[src/rtl/cordic_rr_scheduler.sv]
// Round-robin front end that shares one pipelined rotational CORDIC between NREQ
// requesters and uses an in-order tag FIFO to steer each result back to its owner.
module cordic_rr_scheduler #(
  parameter int NREQ    = 4,
  parameter int W       = 16,
  parameter int MAX_OUT = 8
) (
  input  logic              clk,
  input  logic              reset,
  input  logic [NREQ-1:0]   req_valid,
  output logic [NREQ-1:0]   req_ready,
  input  logic [NREQ*W-1:0] req_x,
  input  logic [NREQ*W-1:0] req_y,
  input  logic [NREQ*W-1:0] req_theta,
  output logic              cordic_start,
  output logic [W-1:0]      cordic_x,
  output logic [W-1:0]      cordic_y,
  output logic [W-1:0]      cordic_theta,
  input  logic [W-1:0]      cordic_xprime,
  input  logic [W-1:0]      cordic_yprime,
  input  logic              cordic_done,
  output logic [NREQ-1:0]   rsp_valid,
  output logic [W-1:0]      rsp_xprime,
  output logic [W-1:0]      rsp_yprime,
  output logic              busy,
  output logic              err_orphan
);

  localparam int IDX_W = (NREQ > 1) ? $clog2(NREQ) : 1;
  localparam int PTR_W = (MAX_OUT > 1) ? $clog2(MAX_OUT) : 1;
  localparam int CNT_W = PTR_W + 1;

  logic [IDX_W-1:0] rr_ptr_q, rr_ptr_d;
  logic [PTR_W-1:0] wr_ptr_q, wr_ptr_d;
  logic [PTR_W-1:0] rd_ptr_q, rd_ptr_d;
  logic [CNT_W-1:0] count_q, count_d;
  logic [IDX_W-1:0] tag_mem_q [MAX_OUT];
  logic [IDX_W-1:0] tag_mem_d [MAX_OUT];

  logic             cordic_start_q, cordic_start_d;
  logic [W-1:0]     cordic_x_q, cordic_x_d;
  logic [W-1:0]     cordic_y_q, cordic_y_d;
  logic [W-1:0]     cordic_theta_q, cordic_theta_d;
  logic [NREQ-1:0]  rsp_valid_q, rsp_valid_d;
  logic [W-1:0]     rsp_xprime_q, rsp_xprime_d;
  logic [W-1:0]     rsp_yprime_q, rsp_yprime_d;
  logic             busy_q, busy_d;
  logic             err_orphan_q, err_orphan_d;

  logic             grant_ok;
  logic             win_found;
  logic [IDX_W-1:0] win_idx;
  logic [IDX_W:0]   scan_sum;
  logic [IDX_W-1:0] scan_idx;
  logic             grant;
  logic             pop;
  logic             orphan;
  logic [W-1:0]     win_x, win_y, win_theta;

  // Credit check; reset is folded in so req_ready is low while reset is held.
  assign grant_ok = reset && (count_q < CNT_W'(MAX_OUT));

  // Scan from the round-robin pointer upward with wrap-around.
  always_comb begin
    win_found = 1'b0;
    win_idx   = '0;
    scan_sum  = '0;
    scan_idx  = '0;
    for (int unsigned i = 0; i < NREQ; i++) begin
      scan_sum = {1'b0, rr_ptr_q} + (IDX_W+1)'(i);
      if (scan_sum >= (IDX_W+1)'(NREQ)) begin
        scan_sum = scan_sum - (IDX_W+1)'(NREQ);
      end
      scan_idx = scan_sum[IDX_W-1:0];
      if (!win_found && req_valid[scan_idx]) begin
        win_found = 1'b1;
        win_idx   = scan_idx;
      end
    end
  end

  assign grant     = grant_ok && win_found;
  assign req_ready = grant ? (NREQ'(1) << win_idx) : '0;

  always_comb begin
    win_x     = '0;
    win_y     = '0;
    win_theta = '0;
    for (int unsigned i = 0; i < NREQ; i++) begin
      if (win_idx == IDX_W'(i)) begin
        win_x     = req_x[i*W +: W];
        win_y     = req_y[i*W +: W];
        win_theta = req_theta[i*W +: W];
      end
    end
  end

  assign pop    = cordic_done && (count_q != '0);
  assign orphan = cordic_done && (count_q == '0);

  // Tag FIFO and round-robin pointer.
  always_comb begin
    rr_ptr_d  = rr_ptr_q;
    wr_ptr_d  = wr_ptr_q;
    rd_ptr_d  = rd_ptr_q;
    count_d   = count_q;
    tag_mem_d = tag_mem_q;
    if (grant) begin
      rr_ptr_d            = (win_idx == IDX_W'(NREQ-1)) ? '0 : win_idx + IDX_W'(1);
      tag_mem_d[wr_ptr_q] = win_idx;
      wr_ptr_d            = wr_ptr_q + PTR_W'(1);
    end
    if (pop) begin
      rd_ptr_d = rd_ptr_q + PTR_W'(1);
    end
    case ({grant, pop})
      2'b10:   count_d = count_q + CNT_W'(1);
      2'b01:   count_d = count_q - CNT_W'(1);
      default: count_d = count_q;
    endcase
  end

  // Issue and result registers.
  always_comb begin
    cordic_start_d = grant;
    cordic_x_d     = cordic_x_q;
    cordic_y_d     = cordic_y_q;
    cordic_theta_d = cordic_theta_q;
    rsp_valid_d    = '0;
    rsp_xprime_d   = rsp_xprime_q;
    rsp_yprime_d   = rsp_yprime_q;
    if (grant) begin
      cordic_x_d     = win_x;
      cordic_y_d     = win_y;
      cordic_theta_d = win_theta;
    end
    if (pop) begin
      rsp_valid_d  = NREQ'(1) << tag_mem_q[rd_ptr_q];
      rsp_xprime_d = cordic_xprime;
      rsp_yprime_d = cordic_yprime;
    end
    busy_d       = (count_d != '0);
    err_orphan_d = err_orphan_q || orphan;
  end

  always_ff @(posedge clk or negedge reset) begin
    if (!reset) begin
      rr_ptr_q       <= '0;
      wr_ptr_q       <= '0;
      rd_ptr_q       <= '0;
      count_q        <= '0;
      tag_mem_q      <= '{default: '0};
      cordic_start_q <= 1'b0;
      cordic_x_q     <= '0;
      cordic_y_q     <= '0;
      cordic_theta_q <= '0;
      rsp_valid_q    <= '0;
      rsp_xprime_q   <= '0;
      rsp_yprime_q   <= '0;
      busy_q         <= 1'b0;
      err_orphan_q   <= 1'b0;
    end else begin
      rr_ptr_q       <= rr_ptr_d;
      wr_ptr_q       <= wr_ptr_d;
      rd_ptr_q       <= rd_ptr_d;
      count_q        <= count_d;
      tag_mem_q      <= tag_mem_d;
      cordic_start_q <= cordic_start_d;
      cordic_x_q     <= cordic_x_d;
      cordic_y_q     <= cordic_y_d;
      cordic_theta_q <= cordic_theta_d;
      rsp_valid_q    <= rsp_valid_d;
      rsp_xprime_q   <= rsp_xprime_d;
      rsp_yprime_q   <= rsp_yprime_d;
      busy_q         <= busy_d;
      err_orphan_q   <= err_orphan_d;
    end
  end

  assign cordic_start = cordic_start_q;
  assign cordic_x     = cordic_x_q;
  assign cordic_y     = cordic_y_q;
  assign cordic_theta = cordic_theta_q;
  assign rsp_valid    = rsp_valid_q;
  assign rsp_xprime   = rsp_xprime_q;
  assign rsp_yprime   = rsp_yprime_q;
  assign busy         = busy_q;
  assign err_orphan   = err_orphan_q;

endmodule
[config.mk]
export PLATFORM = sky130hd
export DESIGN_NAME = cordic_rr_scheduler
export DESIGN_NICKNAME = d
export VERILOG_FILES = /design/src/rtl/cordic_rr_scheduler.sv
export SDC_FILE = /design/constraint.sdc
export NUM_CORES = 1
export LEC_CHECK = 0
export ABC_AREA = 1
export BUFFER_PORTS_ARGS = -buffer_cell sky130_fd_sc_hd__buf_4
export CELL_PAD_IN_SITES_DETAIL_PLACEMENT = 1
export CELL_PAD_IN_SITES_GLOBAL_PLACEMENT = 1
export CORE_ASPECT_RATIO = 1.2
export CORE_MARGIN = 5
export CORE_UTILIZATION = 31
export DETAILED_ROUTE_END_ITERATION = 6
export GPL_ROUTABILITY_DRIVEN = 0
export MAX_ROUTING_LAYER = met4
export PLACE_DENSITY = 0.78
export SLEW_MARGIN = 10
export SYNTH_ARGS = -nofsm -noshare
export SYNTH_HDL_FRONTEND = slang
export SYNTH_SLANG_ARGS = --single-unit
[constraint.sdc]
create_clock -name clk -period 3.7 [get_ports clk]
set_input_delay 0.37 -clock clk [delete_from_list [all_inputs] [get_ports clk]]
set_output_delay 0.37 -clock clk [all_outputs]
set_load 0.03 [all_outputs]
==> flow_metrics.tcl, run 1 <==
set metrics [dict create \
    antenna_found_initial 2 \
    wire_per_inst_um 17.5 \
    worstHoldStart "cordic_xprime[1]" \
    yosysUniqueCellTypes 28 \
    grt_pass1_wl_um 41300 \
    fin_area_um2 9860 \
    required_ns 3.33 \
    synth_area_leaders "dfrtp_1 44%, nand2_1 28%, o21ai_0 8.0%" \
    worst_hold_slack_ns 0.149 \
    postRouteAntennaNets 0 \
    hp-class "in -> reg" \
    start_util_pct 31.2 \
    drt_iter0_markers 268 \
    setup_viol 0 \
    cp-start-kind "flip-flop" \
    die_h_um 168 \
    hold_viol 0 \
    rr_startpoint "rr_ptr_q[0]" \
    cts_buffers 17 \
    post_cts_buffers 0 \
    worst_slack_ns 0.349 \
    finalCriticalPeriod_ns 3.35 \
    die_width_um 142 \
    hpwl_um 20700 \
    irDropWorstVdd_mv 0.570 \
    clock_latency_ns 0.42 \
    synth-main-ff-cell "dfrtp_1" \
    gr-total-overflow 0 \
    avgSynthCellArea_um2 6.80 \
    layout-drive-gt1-share_pct 31.3 \
    wl_um 27100 \
    arrival_ns 2.98 \
    cp-end-kind "output pin" \
    outcome "complete, no violations" \
    whs_path_depth 3 \
    core_um2 20800 \
    grt_max_degree 65 \
    h-tree-depth 4 \
    drv_cap 0 \
    nFillCells 2686 \
    leakage_uw 0.00531 \
    hold_path_end "rsp_xprime[1]" \
    post_dp_cell_area_um2 9250 \
    grt_use_total_pct 22.8 \
    netlist_instances 954 \
    yosys_warnings 0 \
    io_buffers 321 \
    crit_start "rr_ptr_q[0]" \
    area_delta_synth_final_pct 52.0 \
    synth-async-reset-ratio_pct 100 \
    p_total_uw 11300 \
    final_nets 1509 \
    drt_drc_violations_left 0 \
    synth_fp_nets 1194 \
    clockBufferDepth 2 \
    row_count 58 \
    grt_pass1_vias 7626 \
    num_vias 7416 \
    synth_most_common_cell "nand2_1" \
    reg2reg_slack_ns 0.48 \
    clock_sinks 115 \
    fmax_mhz 298 \
    r2r_end "cordic_x[13]" \
    synth_common_cells "486 x nand2_1, 115 x dfrtp_1, 104 x o21ai_0" \
    cts_tree "built" \
    yosysTopAreaCell "dfrtp_1" \
    critical_path_class "reg -> out" \
    synth_top_area_share_pct 44.4 \
    fin_tns_setup_ns 0 \
    cts-resized-gates 0 \
    fin_worst_skew_ns 0.00914 \
    io_pins 322 \
    ys_seq_elements 115 \
    pre_cts_ws_ns 0.525 \
    first_pass_iters 4 \
    cp_max_fo 49 \
    fin_crit_sh_pct 90.6 \
    syn-cell-area_um2 6480 \
    rsz0062_at_grt "false" \
    viasPerCell 4.77 \
    slew_headroom_pct 42.2 \
    hold_buffers 0 \
    synth_edf_count 0 \
    synth-seq-area-share_pct 44.4 \
    fp.dieArea_um2 23900 \
    cts_root_buffer "clkbuf_16" \
    pwr_density_cell_nw_per_um2 1150 \
    slew_violations 0 \
    clk_pin_slew_worst_paths_ns 0.06 \
    tightestPinTransition_ns 0.867 \
    ff2ff_path_depth 20 \
]
power breakdown:
part	total (uW)	switching [uW]	internal [uW]
clock	1650	638	1020
combinational	7550	4820	2730
sequential	2130	350	1780
layout make-up:
cell class                      instances  area [um2]  share of cell area (%)
Clock inverter                         14         155                    1.57
Timing Repair Buffer                  351        2660                    27.0
Sequential cell                       115        2880                    29.2
Tap cell                              270         338                    3.43
Antenna cell                            2        5.00                  0.0508
Clock buffer                           18         439                    4.46
Multi-Input combinational cell        741        3220                    32.7
Inverter                               43         161                    1.64
cell families after synthesis:
kind of cell,after synthesis,synth area share [%]
xor+xnor,6,0.810
buf+inv,98,6.50
fa+ha+maj,9,1.74
compound gates,171,13.5
flops,115,44.4
simple gates,555,33.1
layout by cell type, fill, tap and decap left out, drive strengths merged:
master	netlist	routed
o21bai	2	2
or2	1	1
buf	24	351
xor2	3	3
o32ai	1	1
a21oi	49	49
bufinv	0	2
nand4	2	2
xnor2	3	3
dfrtp	115	115
clkbuf	31	18
nand2	489	489
inv	42	44
clkinv	1	7
o22ai	4	4
nand3	21	21
ha	9	9
o21ai	115	115
nor2	42	42
clkinvlp	0	4
diode	0	2
critical path, cell delays in order (launching register included):
cell and delay, ns:
dfrtp_1 0.55, inv_2 0.12, nand2_1 0.08, nand2_1 0.12
nand2_1 0.12, nand2_1 0.09, nor2_4 0.12, nand3_1 0.08
nand3_1 0.11, nand2_1 0.11, inv_1 0.16, ha_4 0.30
inv_1 0.11, buf_12 0.19, nor2_1 0.12, buf_4 0.18
metrics by stage:
| stage | util [%] | cells |
|---|---|---|
| after floorplan | - | 954 |
| after global placement | 44.6 | 1520 |
| after detailed placement | 44.6 | 1520 |
| after CTS | 47.4 | 1552 |
| after global routing | 47.5 | 1554 |
| final | 47.5 | 1554 |
worst max path at each step:
stage | endpoint | slack (ns) | cells past startpoint
after global placement | cordic_x[13] | 0.61 | 18
after detailed placement | cordic_x[13] | 0.52 | 20
after global routing | req_ready[2] | 0.06 | 15
after CTS | req_ready[2] | 0.15 | 15
final | req_ready[2] | 0.35 | 15
after floorplan | req_ready[1] | 0.72 | 14
flip-flops by register name, indices dropped and copies added, names as in the netlist:
signal and count:
cordic_theta 16, cordic_x 16, cordic_y 16, rsp_xprime 16
rsp_yprime 16, tag_mem_q 16, count_q 4, rsp_valid 4
rd_ptr_q 3, wr_ptr_q 3, rr_ptr_q 2, busy 1
cordic_start 1, err_orphan 1
metal layers:
layer  up-vias  track usage, %  part of all wire, %
met5         -               -                    0
met4         0            7.51                  2.0
met3        29            6.16                  7.6
met2       241            39.4                   52
met1      3508            25.4                   38
li1       3638               -                    -
No activity file was read; power rests on OpenSTA's default activity.
==> run 2, diff against run 1 <==
--- a/config.mk
+++ b/config.mk
@@ -15,7 +15,7 @@
 export DETAILED_ROUTE_END_ITERATION = 6
 export GPL_ROUTABILITY_DRIVEN = 0
 export MAX_ROUTING_LAYER = met4
-export PLACE_DENSITY = 0.78
+export PLACE_DENSITY = 0.93
 export SLEW_MARGIN = 10
 export SYNTH_ARGS = -nofsm -noshare
 export SYNTH_HDL_FRONTEND = slang
==> flow_metrics.tcl, run 2 (synthesized netlist as in run 1, its figures left out) <==
set metrics [dict create \
    fin_worst_skew_ns 0.00977 \
    reg2reg_slack_ns 0.52 \
    cp_max_fo 16 \
    final-instance-count-excl-fill 1542 \
    worst_hold_slack_ns 0.0219 \
    dp.cells 1510 \
    antenna_found_initial 0 \
    num_antenna_cells 0 \
    post_dp_cell_area_um2 9200 \
    slew_violations 0 \
    viasPerCell 4.80 \
    p_comb_share_pct 65.8 \
    cp.buffers_inverters 6 \
    crit_chain "inv_2, nand2_1, nand2_1, nand2_1, nand2_1, nor2_4, nand3_1, nand3_1, buf_4, nand2_1, inv_1, ha_4, inv_1, buf_4, nor2_1, buf_4" \
    outcome "complete, no violations" \
    row_count 58 \
    core_um2 20800 \
    max_stage_delay_ns 0.47 \
    fp.dieArea_um2 23900 \
    wire_per_inst_um 16.7 \
    io_buffers 321 \
    rsz0062_at_grt "false" \
    grt_pass1_wl_um 40600 \
    postRouteAntennaNets 0 \
    cpMostUsedCell "nand2_1" \
    gr-total-overflow 0 \
    io_pins 322 \
    tightestPinTransition_ns 0.994 \
    final_cell_mix "486 x nand2_1, 337 x buf_4, 114 x dfrtp_1" \
    hpwl_um 19900 \
    required_ns 3.33 \
    cts_buffers 17 \
    power.internal_uw 5490 \
    final_nets 1499 \
    critical_path_class "reg -> out" \
    clock_latency_ns 0.41 \
    slew_headroom_pct 33.8 \
    irDropWorstVdd_mv 0.529 \
    layout-drive-gt1-share_pct 30.7 \
    fin_tns_setup_ns 0 \
    clockBufferDepth 2 \
    arrival_ns 3.07 \
    grt_use_total_pct 21.9 \
    path_delay_family "simple AND/OR/NAND/NOR gates" \
    clock_sinks 115 \
    die_h_um 168 \
    post_cts_buffers 0 \
    drv_cap 0 \
    drt_drc_violations_left 0 \
    h-tree-depth 4 \
    cts_root_buffer "clkbuf_16" \
    crit_slowest_cell "dfrtp_2" \
    pwr_density_cell_nw_per_um2 1140 \
    num_vias 7400 \
    hold_viol 0 \
    leakage_uw 0.00528 \
    p_seq_share_pct 19.1 \
    finalCriticalPeriod_ns 3.44 \
    grt_pass1_vias 8010 \
    switching_share_pct 51.1 \
    cp-start-kind "flip-flop" \
    mostFrequentLayoutCell "nand2_1" \
    wl_um 25800 \
    start_util_pct 31.2 \
    clkPwrFrac_pct 15.1 \
    p_switching_uw 5740 \
    cts_tree "built" \
    fmax_mhz 291 \
    first_pass_iters 4 \
    cp-end-kind "output pin" \
    nFillCells 2661 \
    area_delta_synth_final_pct 51.4 \
    grt_max_degree 78 \
    fin_area_um2 9820 \
    setup_viol 0 \
    hp-class "in -> async" \
    die_width_um 142 \
    drt_iter0_markers 243 \
    fin_crit_sh_pct 92.9 \
    clk_pin_slew_worst_paths_ns 0.05 \
]
[run 2: cell count changes in the layout (fill, tap and decap cells not counted), sizes merged]
cell,delta
bufinv,+1
clkinvlp,-1
diode,-2
clkinv,-2
clkbuf,+2
buf,-10
[run 2: final cells by class]
type / instances / area (um2) / share of cell area [%]
Clock inverter: 12 / 154 / 1.57
Multi-Input combinational cell: 741 / 3220 / 32.8
Timing Repair Buffer: 341 / 2610 / 26.6
Sequential cell: 115 / 2880 / 29.3
Tap cell: 270 / 338 / 3.44
Inverter: 43 / 161 / 1.64
Clock buffer: 20 / 457 / 4.65
[run 2: stage by stage]
| step | setup slack (ns) | total power (uW) | utilization (%) |
|---|---|---|---|
| floorplan | 0.717 | 6960 | - |
| global placement | 0.538 | 9310 | 44.3 |
| detailed placement | 0.391 | 9600 | 44.3 |
| CTS | 0.109 | 11400 | 47.3 |
| global route | 0.0289 | 12400 | 47.3 |
| finish | 0.263 | 11200 | 47.3 |
[run 2: metal layers]
metal	routed length (um)	share of wire (%)	GRT usage, %	vias up
met3	1710	6.6	4.91	34
met2	13600	53	38.6	260
li1	-	-	-	3606
met4	627	2.4	7.89	0
met1	9830	38	24.0	3500
met5	0	0	-	-
[run 2: power groups by stage]
stage	registers, uW	logic (uW)	clock network (uW)
floorplan	2740	4230	0
CTS	2150	7500	1740
global route	2210	8350	1810
finish	2150	7390	1700
detailed placement	2160	7440	0
global placement	2120	7180	0
[run 2: final timing paths]
| path | start | endpoint | cells past startpoint |
|---|---|---|---|
| max in group asynchronous | reset | rsp_xprime[9] | 3 |
| setup reg to reg | rr_ptr_q[0] | cordic_x[14] | 21 |
| min in group clk | cordic_yprime[12] | rsp_yprime[12] | 3 |
| hold reg to reg | cordic_y[7] | cordic_y[7] | 2 |
| hold / removal | reset | tag_mem_q[0] | 2 |
| setup / recovery | rr_ptr_q[0] | req_ready[2] | 16 |
[run 2: repair_timing]
action	in CTS	in global routing
setup endpoints to repair	1	1
hold buffers	0	0
resized for setup	1	1
pin swaps	0	0
